$ cat config.mk
export PLATFORM = sky130hd
export DESIGN_NAME = wb_byte_master_flat
export DESIGN_NICKNAME = d
export VERILOG_FILES = /design/src/rtl/wb_byte_master_if.sv /design/src/rtl/wb_byte_master.sv /design/src/flat_wrapper.sv
export SDC_FILE = /design/constraint.sdc
export NUM_CORES = 1
export LEC_CHECK = 0
export CAP_MARGIN = 20
export CELL_PAD_IN_SITES_DETAIL_PLACEMENT = 0
export CELL_PAD_IN_SITES_GLOBAL_PLACEMENT = 1
export CORE_MARGIN = 2
export CORE_UTILIZATION = 29
export CTS_CLUSTER_SIZE = 20
export DETAILED_ROUTE_END_ITERATION = 10
export PLACE_DENSITY = 0.95
export SLEW_MARGIN = 20
export SYNTH_ARGS = -nofsm -noshare
export SYNTH_HDL_FRONTEND = slang
export SYNTH_SLANG_ARGS = --single-unit
$ cat constraint.sdc
create_clock -name clk_i -period 4.8 [get_ports clk_i]
set_input_delay 0.96 -clock clk_i [delete_from_list [all_inputs] [get_ports clk_i]]
set_output_delay 0.96 -clock clk_i [all_outputs]
set_load 0.005 [all_outputs]
$ cat src/rtl/wb_byte_master_if.sv
// Wishbone bus bundle between the byte master and a 32-bit slave.
//   wb_adr_o  word address           wb_dat_o  write data (byte replicated)
//   wb_dat_i  read data              wb_sel_o  one-hot byte select
//   wb_we_o   write enable           wb_stb_o  strobe
//   wb_cyc_o  cycle                  wb_ack_i  acknowledge
interface wb_byte_master_if #(
    parameter int unsigned aw = 15
) ();
    logic [aw-1:0] wb_adr_o;
    logic [31:0]   wb_dat_o;
    logic [31:0]   wb_dat_i;
    logic [3:0]    wb_sel_o;
    logic          wb_we_o;
    logic          wb_stb_o;
    logic          wb_cyc_o;
    logic          wb_ack_i;

    modport master (
        output wb_adr_o, wb_dat_o, wb_sel_o, wb_we_o, wb_stb_o, wb_cyc_o,
        input  wb_dat_i, wb_ack_i
    );

    modport slave (
        input  wb_adr_o, wb_dat_o, wb_sel_o, wb_we_o, wb_stb_o, wb_cyc_o,
        output wb_dat_i, wb_ack_i
    );
endinterface

$ cat src/rtl/wb_byte_master.sv
// Byte-wide CPU request port bridged onto a 32-bit Wishbone master with
// a strobe timeout. One transfer at a time: IDLE -> BUS -> DONE -> IDLE.
//   clk_i, rst_i     clock, synchronous active-high reset
//   cpu_req_i        start a transfer (sampled only while not busy)
//   cpu_we_i         1 = write, 0 = read
//   cpu_adr_i        byte address
//   cpu_dat_i        write byte
//   cpu_dat_o        last read byte (0xFF after a read timeout)
//   cpu_busy_o       transfer in progress
//   cpu_done_o       one-cycle completion pulse
//   cpu_err_o        one-cycle timeout pulse, coincident with cpu_done_o
//   wb               Wishbone master modport
module wb_byte_master #(
    parameter int unsigned aw      = 15,
    parameter int unsigned timeout = 16
) (
    input  logic          clk_i,
    input  logic          rst_i,
    input  logic          cpu_req_i,
    input  logic          cpu_we_i,
    input  logic [aw-1:0] cpu_adr_i,
    input  logic [7:0]    cpu_dat_i,
    output logic [7:0]    cpu_dat_o,
    output logic          cpu_busy_o,
    output logic          cpu_done_o,
    output logic          cpu_err_o,
    wb_byte_master_if.master wb
);

    localparam int unsigned cnt_w = 8;
    localparam logic [cnt_w-1:0] cnt_last = cnt_w'(timeout - 1);

    localparam logic [1:0] ST_IDLE = 2'd0;
    localparam logic [1:0] ST_BUS  = 2'd1;
    localparam logic [1:0] ST_DONE = 2'd2;

    logic [1:0]       state_q,  state_d;
    logic [cnt_w-1:0] cnt_q,    cnt_d;
    logic [1:0]       lane_q,   lane_d;
    logic [aw-1:0]    adr_q,    adr_d;
    logic [3:0]       sel_q,    sel_d;
    logic [31:0]      wdat_q,   wdat_d;
    logic             we_q,     we_d;
    logic             cyc_q,    cyc_d;
    logic             busy_q,   busy_d;
    logic             done_q,   done_d;
    logic             err_q,    err_d;
    logic [7:0]       rdat_q,   rdat_d;
    logic [7:0]       lane_byte;

    // Byte lane of the read data addressed by the latched adr[1:0]
    always_comb begin
        lane_byte = wb.wb_dat_i[7:0];
        case (lane_q)
            2'd0: lane_byte = wb.wb_dat_i[7:0];
            2'd1: lane_byte = wb.wb_dat_i[15:8];
            2'd2: lane_byte = wb.wb_dat_i[23:16];
            2'd3: lane_byte = wb.wb_dat_i[31:24];
            default: lane_byte = wb.wb_dat_i[7:0];
        endcase
    end

    // Next-state and next-output logic; every output is registered from here
    always_comb begin
        state_d = state_q;
        cnt_d   = cnt_q;
        lane_d  = lane_q;
        adr_d   = adr_q;
        sel_d   = sel_q;
        wdat_d  = wdat_q;
        we_d    = we_q;
        cyc_d   = cyc_q;
        busy_d  = busy_q;
        done_d  = 1'b0;
        err_d   = 1'b0;
        rdat_d  = rdat_q;

        case (state_q)
            ST_IDLE: begin
                if (cpu_req_i) begin
                    state_d = ST_BUS;
                    cnt_d   = '0;
                    lane_d  = cpu_adr_i[1:0];
                    adr_d   = {cpu_adr_i[aw-1:2], 2'b00};
                    sel_d   = 4'b0001 << cpu_adr_i[1:0];
                    wdat_d  = {4{cpu_dat_i}};
                    we_d    = cpu_we_i;
                    cyc_d   = 1'b1;
                    busy_d  = 1'b1;
                end
            end
            ST_BUS: begin
                // Ack is checked first so it wins over a coincident timeout
                if (wb.wb_ack_i) begin
                    state_d = ST_DONE;
                    cyc_d   = 1'b0;
                    done_d  = 1'b1;
                    if (!we_q) rdat_d = lane_byte;
                end else if (cnt_q == cnt_last) begin
                    state_d = ST_DONE;
                    cyc_d   = 1'b0;
                    done_d  = 1'b1;
                    err_d   = 1'b1;
                    if (!we_q) rdat_d = 8'hFF;
                end else begin
                    cnt_d = cnt_q + cnt_w'(1);
                end
            end
            ST_DONE: begin
                state_d = ST_IDLE;
                busy_d  = 1'b0;
            end
            default: begin
                state_d = ST_IDLE;
                cyc_d   = 1'b0;
                busy_d  = 1'b0;
            end
        endcase
    end

    // State and output registers
    always_ff @(posedge clk_i) begin
        if (rst_i) begin
            state_q <= ST_IDLE;
            cnt_q   <= '0;
            lane_q  <= 2'd0;
            adr_q   <= '0;
            sel_q   <= 4'b0001;
            wdat_q  <= '0;
            we_q    <= 1'b0;
            cyc_q   <= 1'b0;
            busy_q  <= 1'b0;
            done_q  <= 1'b0;
            err_q   <= 1'b0;
            rdat_q  <= 8'h00;
        end else begin
            state_q <= state_d;
            cnt_q   <= cnt_d;
            lane_q  <= lane_d;
            adr_q   <= adr_d;
            sel_q   <= sel_d;
            wdat_q  <= wdat_d;
            we_q    <= we_d;
            cyc_q   <= cyc_d;
            busy_q  <= busy_d;
            done_q  <= done_d;
            err_q   <= err_d;
            rdat_q  <= rdat_d;
        end
    end

    assign wb.wb_adr_o = adr_q;
    assign wb.wb_sel_o = sel_q;
    assign wb.wb_dat_o = wdat_q;
    assign wb.wb_we_o  = we_q;
    assign wb.wb_cyc_o = cyc_q;
    assign wb.wb_stb_o = cyc_q;
    assign cpu_dat_o   = rdat_q;
    assign cpu_busy_o  = busy_q;
    assign cpu_done_o  = done_q;
    assign cpu_err_o   = err_q;

endmodule

$ cat src/flat_wrapper.sv
// flat-port wrapper written by rule: the top's interface ports become plain ports
module wb_byte_master_flat 
#(
    parameter int unsigned aw      = 15,
    parameter int unsigned timeout = 16
)
  (clk_i, rst_i, cpu_req_i, cpu_we_i, cpu_adr_i, cpu_dat_i, cpu_dat_o, cpu_busy_o, cpu_done_o, cpu_err_o, wb_wb_adr_o, wb_wb_dat_o, wb_wb_sel_o, wb_wb_we_o, wb_wb_stb_o, wb_wb_cyc_o, wb_wb_dat_i, wb_wb_ack_i);
  wb_byte_master_if #(.aw(aw)) wb_i ();
  input  logic clk_i;
  input  logic rst_i;
  input  logic cpu_req_i;
  input  logic cpu_we_i;
  input  logic [aw-1:0] cpu_adr_i;
  input  logic [7:0] cpu_dat_i;
  output logic [7:0] cpu_dat_o;
  output logic cpu_busy_o;
  output logic cpu_done_o;
  output logic cpu_err_o;
  output wire logic [$bits(wb_i.wb_adr_o)-1:0] wb_wb_adr_o;
  output wire logic [$bits(wb_i.wb_dat_o)-1:0] wb_wb_dat_o;
  output wire logic [$bits(wb_i.wb_sel_o)-1:0] wb_wb_sel_o;
  output wire logic [$bits(wb_i.wb_we_o)-1:0] wb_wb_we_o;
  output wire logic [$bits(wb_i.wb_stb_o)-1:0] wb_wb_stb_o;
  output wire logic [$bits(wb_i.wb_cyc_o)-1:0] wb_wb_cyc_o;
  input wire logic [$bits(wb_i.wb_dat_i)-1:0] wb_wb_dat_i;
  input wire logic [$bits(wb_i.wb_ack_i)-1:0] wb_wb_ack_i;
  assign wb_wb_adr_o = wb_i.wb_adr_o;
  assign wb_wb_dat_o = wb_i.wb_dat_o;
  assign wb_wb_sel_o = wb_i.wb_sel_o;
  assign wb_wb_we_o = wb_i.wb_we_o;
  assign wb_wb_stb_o = wb_i.wb_stb_o;
  assign wb_wb_cyc_o = wb_i.wb_cyc_o;
  assign wb_i.wb_dat_i = wb_wb_dat_i;
  assign wb_i.wb_ack_i = wb_wb_ack_i;
  wb_byte_master #(.aw(aw), .timeout(timeout)) u_core (.clk_i(clk_i), .rst_i(rst_i), .cpu_req_i(cpu_req_i), .cpu_we_i(cpu_we_i), .cpu_adr_i(cpu_adr_i), .cpu_dat_i(cpu_dat_i), .cpu_dat_o(cpu_dat_o), .cpu_busy_o(cpu_busy_o), .cpu_done_o(cpu_done_o), .cpu_err_o(cpu_err_o), .wb(wb_i));
endmodule
[After elaboration in Yosys (flattened, before gate mapping)]
Index checks and enable logic that the tools add are counted.
Cells by class
  shifts and indexed selects: 1
  muxes and demuxes: 20
  reductions and logical operators: 12
  bitwise logic cells: 3
  eq/ne operators: 10
  $add $sub $neg: 1
Operator list (count)
  2-to-1 mux 8 bit: 7
  one-hot mux 8 bit (4 select lines): 1
  one-hot mux 8 bit (2 select lines): 1
  adder 8 x 1 -> 8 bit (second input constant): 1
  == test 8 x 4 -> 1 bit (second input constant): 1
  == test 2 bit (second input constant): 3
  2-to-1 mux 2 bit: 3
  inequality test 2 bit (second input constant): 3
  AND reduction 2 bit: 3
  AND reduction 3 bit: 2
  2-to-1 mux 1 bit: 5
  == test 2 x 1 -> 1 bit (second input constant): 2
  zero test 2 bit: 2
  one-hot mux 2 bit (2 select lines): 1
  AND reduction 4 bit: 1
  nonzero test 2 bit: 2
  << shifter 1 x 2 -> 4 bit (first input constant): 1
  inequality test 3 x 2 -> 1 bit (second input constant): 1
  inverter 1 bit: 3
  one-hot mux 1 bit (3 select lines): 1
  OR reduction 3 bit: 1
  one-hot mux 1 bit (2 select lines): 1
  OR reduction 2 bit: 1
Storage, ports and cells
  register bits: 74
  logic and storage cells: 59

[Longest topological paths before layout]
  depth in word-level cells: 4
  mapped depth: 6
  mapped depth without buffers: 5

[Worst setup path after synthesis]
No wires, ideal clock.
  path type: in2reg
  from: input port cpu_req_i
  to: register u_core.lane_q[0]
  required time: 4730 ps
  arrival time: 1811 ps
  path buffers: 1
  cell stages on the path: 4
  setup slack: 2918 ps
  library setup time: 70 ps
  path through: nor3b_2 -> clkbuf_1 -> nand2_1 -> a21oi_1
Between the ends
  cells in the longest elaborated chain, start to end: 1
Ends and longest elaborated chain
  start, declared: RTL line flat_wrapper.sv:11  | input logic cpu_req_i;
  AND reduction 2 bit (no source line)
  end signal, assigned: RTL line wb_byte_master.sv:139  | lane_q <= lane_d;
  end, declared: RTL line wb_byte_master.sv:39  | logic [1:0] lane_q, lane_d;
No other way between the ends.
A chain may end at the register's enable or synchronous reset.

[Worst setup path after layout]
  from: input port cpu_req_i
  to: register u_core.sel_q[0] (netlist: u_core.wb.wb_sel_o[0])
Between the ends
  cells in the longest elaborated chain, start to end: 1
Ends and longest elaborated chain
  AND reduction 2 bit (no source line)
  end signal, assigned: RTL line wb_byte_master.sv:141  | sel_q <= sel_d;
  end, declared: RTL line wb_byte_master.sv:41  | logic [3:0] sel_q, sel_d;
No other way between the ends.

==> results.ini <==
[sta]
drv_slew = 0
fin_crit_ns = 2.67
rsz0062_at_grt = false
max_freq_mhz = 375
tns_ns = 0
hold_viol = 0
tightest_slew_ns = 0.912
slew_headroom_pct = 39.0
whs_ns = 0.457
finalSetupViolCount = 0
fin_crit_sh_pct = 55.6
final.setup_skew_ns = 0.00781

[finish]
syn_to_final_growth_pct = 53.9
fillers = 740
antenna_cells = 0
multi_input_area_um2 = 1010
seq_area_um2 = 1000
final_nets = 401
drive_gt1_share_pct = 10.3
fin_cells = 443

[setup_path]
worstSetupStartpoint = cpu_req_i
worstPathArrival_ns = 2.85
worstSetupEndpointType = flip-flop
path_class = primary input to flip-flop
r2r_start = u_core.state_q[1]
crit_path_start_kind = primary input
slowest_delay_ns = 0.63
reg2regPathDepth = 3
rr_endpoint = u_core.wb.wb_sel_o[0]
reg2reg_slack_ns = 2.87
cp_max_fo = 22
crit_path_top_delay_cell = nand3b_1
crit_path_cell_trace = clkdlybuf4s50_1 -> nand3b_1 -> buf_4 -> o311ai_0
required_ns = 4.99

[clock_tree]
cts_setup_buffers = 0
clock_path_buffers = 2
clkTransAtPathRegs_ns = 0.09
clock_latency_ns = 0.30
cts_tree = built
htreeDepth = 2
numClockSinks = 50
cts_resized = 0
cts_hold_buf = 0
root_buffer = clkbuf_8
cts_buffers = 5

[detailed_routing]
routedWlPerCell_um = 13.4
drc_errors = 0
via_count = 2070
dr.pass1.iters = 4
drt_iter0_drc = 56
antenna_left = 0
viasPerCell = 4.67
wirelength_um = 5920

[floorplanning]
die_x_um = 92.5
top_level_ports = 125
core_area_um2 = 7650
dieHeight_um = 92.5
start_util_pct = 29.7
dieArea_um2 = 8560
num_rows = 32

[logic_synthesis]
ys_warn_count = 0
syn_area_per_cell_um2 = 9.16
synth_cells = 248
ys.flop_type = dfxtp_1
synth_cell_types = 34
synth_edf_count = 0
synth.ff_latch_count = 50
ys_seq_area_share_pct = 44.1
netlist_area_um2 = 2270
async_flop_share_pct = 0

[global_route]
overflow = 0
antenna_found_initial = 0
grt_max_degree = 34
grt_util_all_layers_pct = 14.0
grt_pass1_wl_um = 9600
grt_pass1_vias = 1988

[power]
p_total_mw = 0.910
power.leakage_nw = 1.21
ir_worst_vdd_uv = 124
powerDensity_nw_per_um2 = 260

[place]
dp_hpwl_um = 4520
placed_cells = 435
place.gp.congestion = 0.765
portBuffers = 122

[worst_hold_path]
hp-class = flip-flop to flip-flop
min_from = u_core.wb.wb_adr_o[11]
hold_end = u_core.wb.wb_adr_o[11]
holdPathStages = 2

[flow_run]
cap_violations = 0

[status]
status = finished clean

[metrics by stage]
| step | util, % | area (um^2) | worst slack [ns] |
|---|---|---|---|
| after floorplan | - | 2280 | 2.92 |
| after global placement | 44.3 | 3390 | 1.85 |
| after detailed placement | 44.5 | 3400 | 1.84 |
| after CTS | 45.7 | 3500 | 2.06 |
| after global routing | 45.7 | 3500 | 1.95 |
| final | 45.7 | 3500 | 2.13 |
[cell usage after synthesis (3+ instances only)]
cell type  number  area, um^2
nor2_1          4        15.0
o221a_2         8        90.1
nand3_1         5        25.0
inv_1           3        11.3
nand2_1        59         221
buf_4          27         203
mux4_2          8         180
nand3b_1        4        30.0
buf_2           3        15.0
a31oi_1         6        37.5
o21ai_0         4        20.0
buf_1           4        15.0
nor3_1          3        15.0
clkbuf_1        7        26.3
a21oi_1        34         170
dfxtp_1        50        1000
[flip-flops by register name (all words and copies together) (netlist names)]
| register | cells |
|---|---|
| u_core.cnt_q | 8 |
| u_core.cpu_busy_o | 1 |
| u_core.cpu_dat_o | 8 |
| u_core.cpu_done_o | 1 |
| u_core.cpu_err_o | 1 |
| u_core.lane_q | 2 |
| u_core.state_q | 2 |
| u_core.wb.wb_adr_o | 13 |
| u_core.wb.wb_cyc_o | 1 |
| u_core.wb.wb_dat_o | 8 |
| u_core.wb.wb_sel_o | 4 |
| u_core.wb.wb_we_o | 1 |
[how the worst max path moves through the flow]
stage	cells past startpoint	endpoint
floorplan	4	u_core.lane_q[0]
global placement	4	u_core.wb.wb_sel_o[0]
detailed placement	4	u_core.wb.wb_sel_o[0]
CTS	4	u_core.wb.wb_sel_o[0]
global route	4	u_core.wb.wb_sel_o[0]
finish	4	u_core.wb.wb_sel_o[0]
[metal layers]
metal | up-vias | wire length [um] | GRT usage, %
li1 | 1024 | - | -
met1 | 972 | 2530 | 16.9
met2 | 64 | 2980 | 24.3
met3 | 10 | 316 | 3.82
met4 | 0 | 91 | 3.86
met5 | - | 0 | 0
[kinds of logic after synthesis]
family / synth area share (%)
simple gates: 17.9
compound gates: 17.5
flops: 44.1
buf+inv: 11.9
mux: 7.93
fa+ha+maj: 0.551
other cells: 0.165
[critical path, delay by kind of cell]
kind / cells / cell delay (ns)
AOI/OAI and AO/OA: 1 / 0.31
and+or+nand+nor: 1 / 0.63
buffers and inverters: 2 / 0.95
[report_power, final]
| part | internal (mW) | total, mW | leakage, nW | switching, mW |
|---|---|---|---|---|
| combinational | 0.127 | 0.195 | 0.756 | 0.0676 |
| sequential | 0.437 | 0.456 | 0.409 | 0.0196 |
| clock | 0.116 | 0.259 | 0.0472 | 0.142 |
| total | 0.680 | 0.910 | 1.21 | 0.230 |
[final cells by class]
type	count	share of cell area, %
timing repair buffer	125	35.8
multi-input combinational	155	28.9
sequential	50	28.6
tap	102	3.65
clock buffer	6	2.36
clock inverter	2	0.358
inverter	3	0.322
[cells in the final DEF (no fill, tap or decap), types with 2 or more instances in the layout]
master           netlist  layout
a21oi_1               34      34
a31oi_1                6       6
a41oi_1                2       2
buf_4                 27       2
clkbuf_8               0       6
clkdlybuf4s50_1        0     122
conb_1                 1       2
dfxtp_1               50      50
inv_1                  3       3
mux4_2                 8       8
nand2_1               59      59
nand3_1                5       5
nand3b_1               4       4
nor2_1                 4       4
nor3_1                 3       3
o21ai_0                4       4
o221a_2                8       8
No activity file was read; power rests on OpenSTA's default activity.
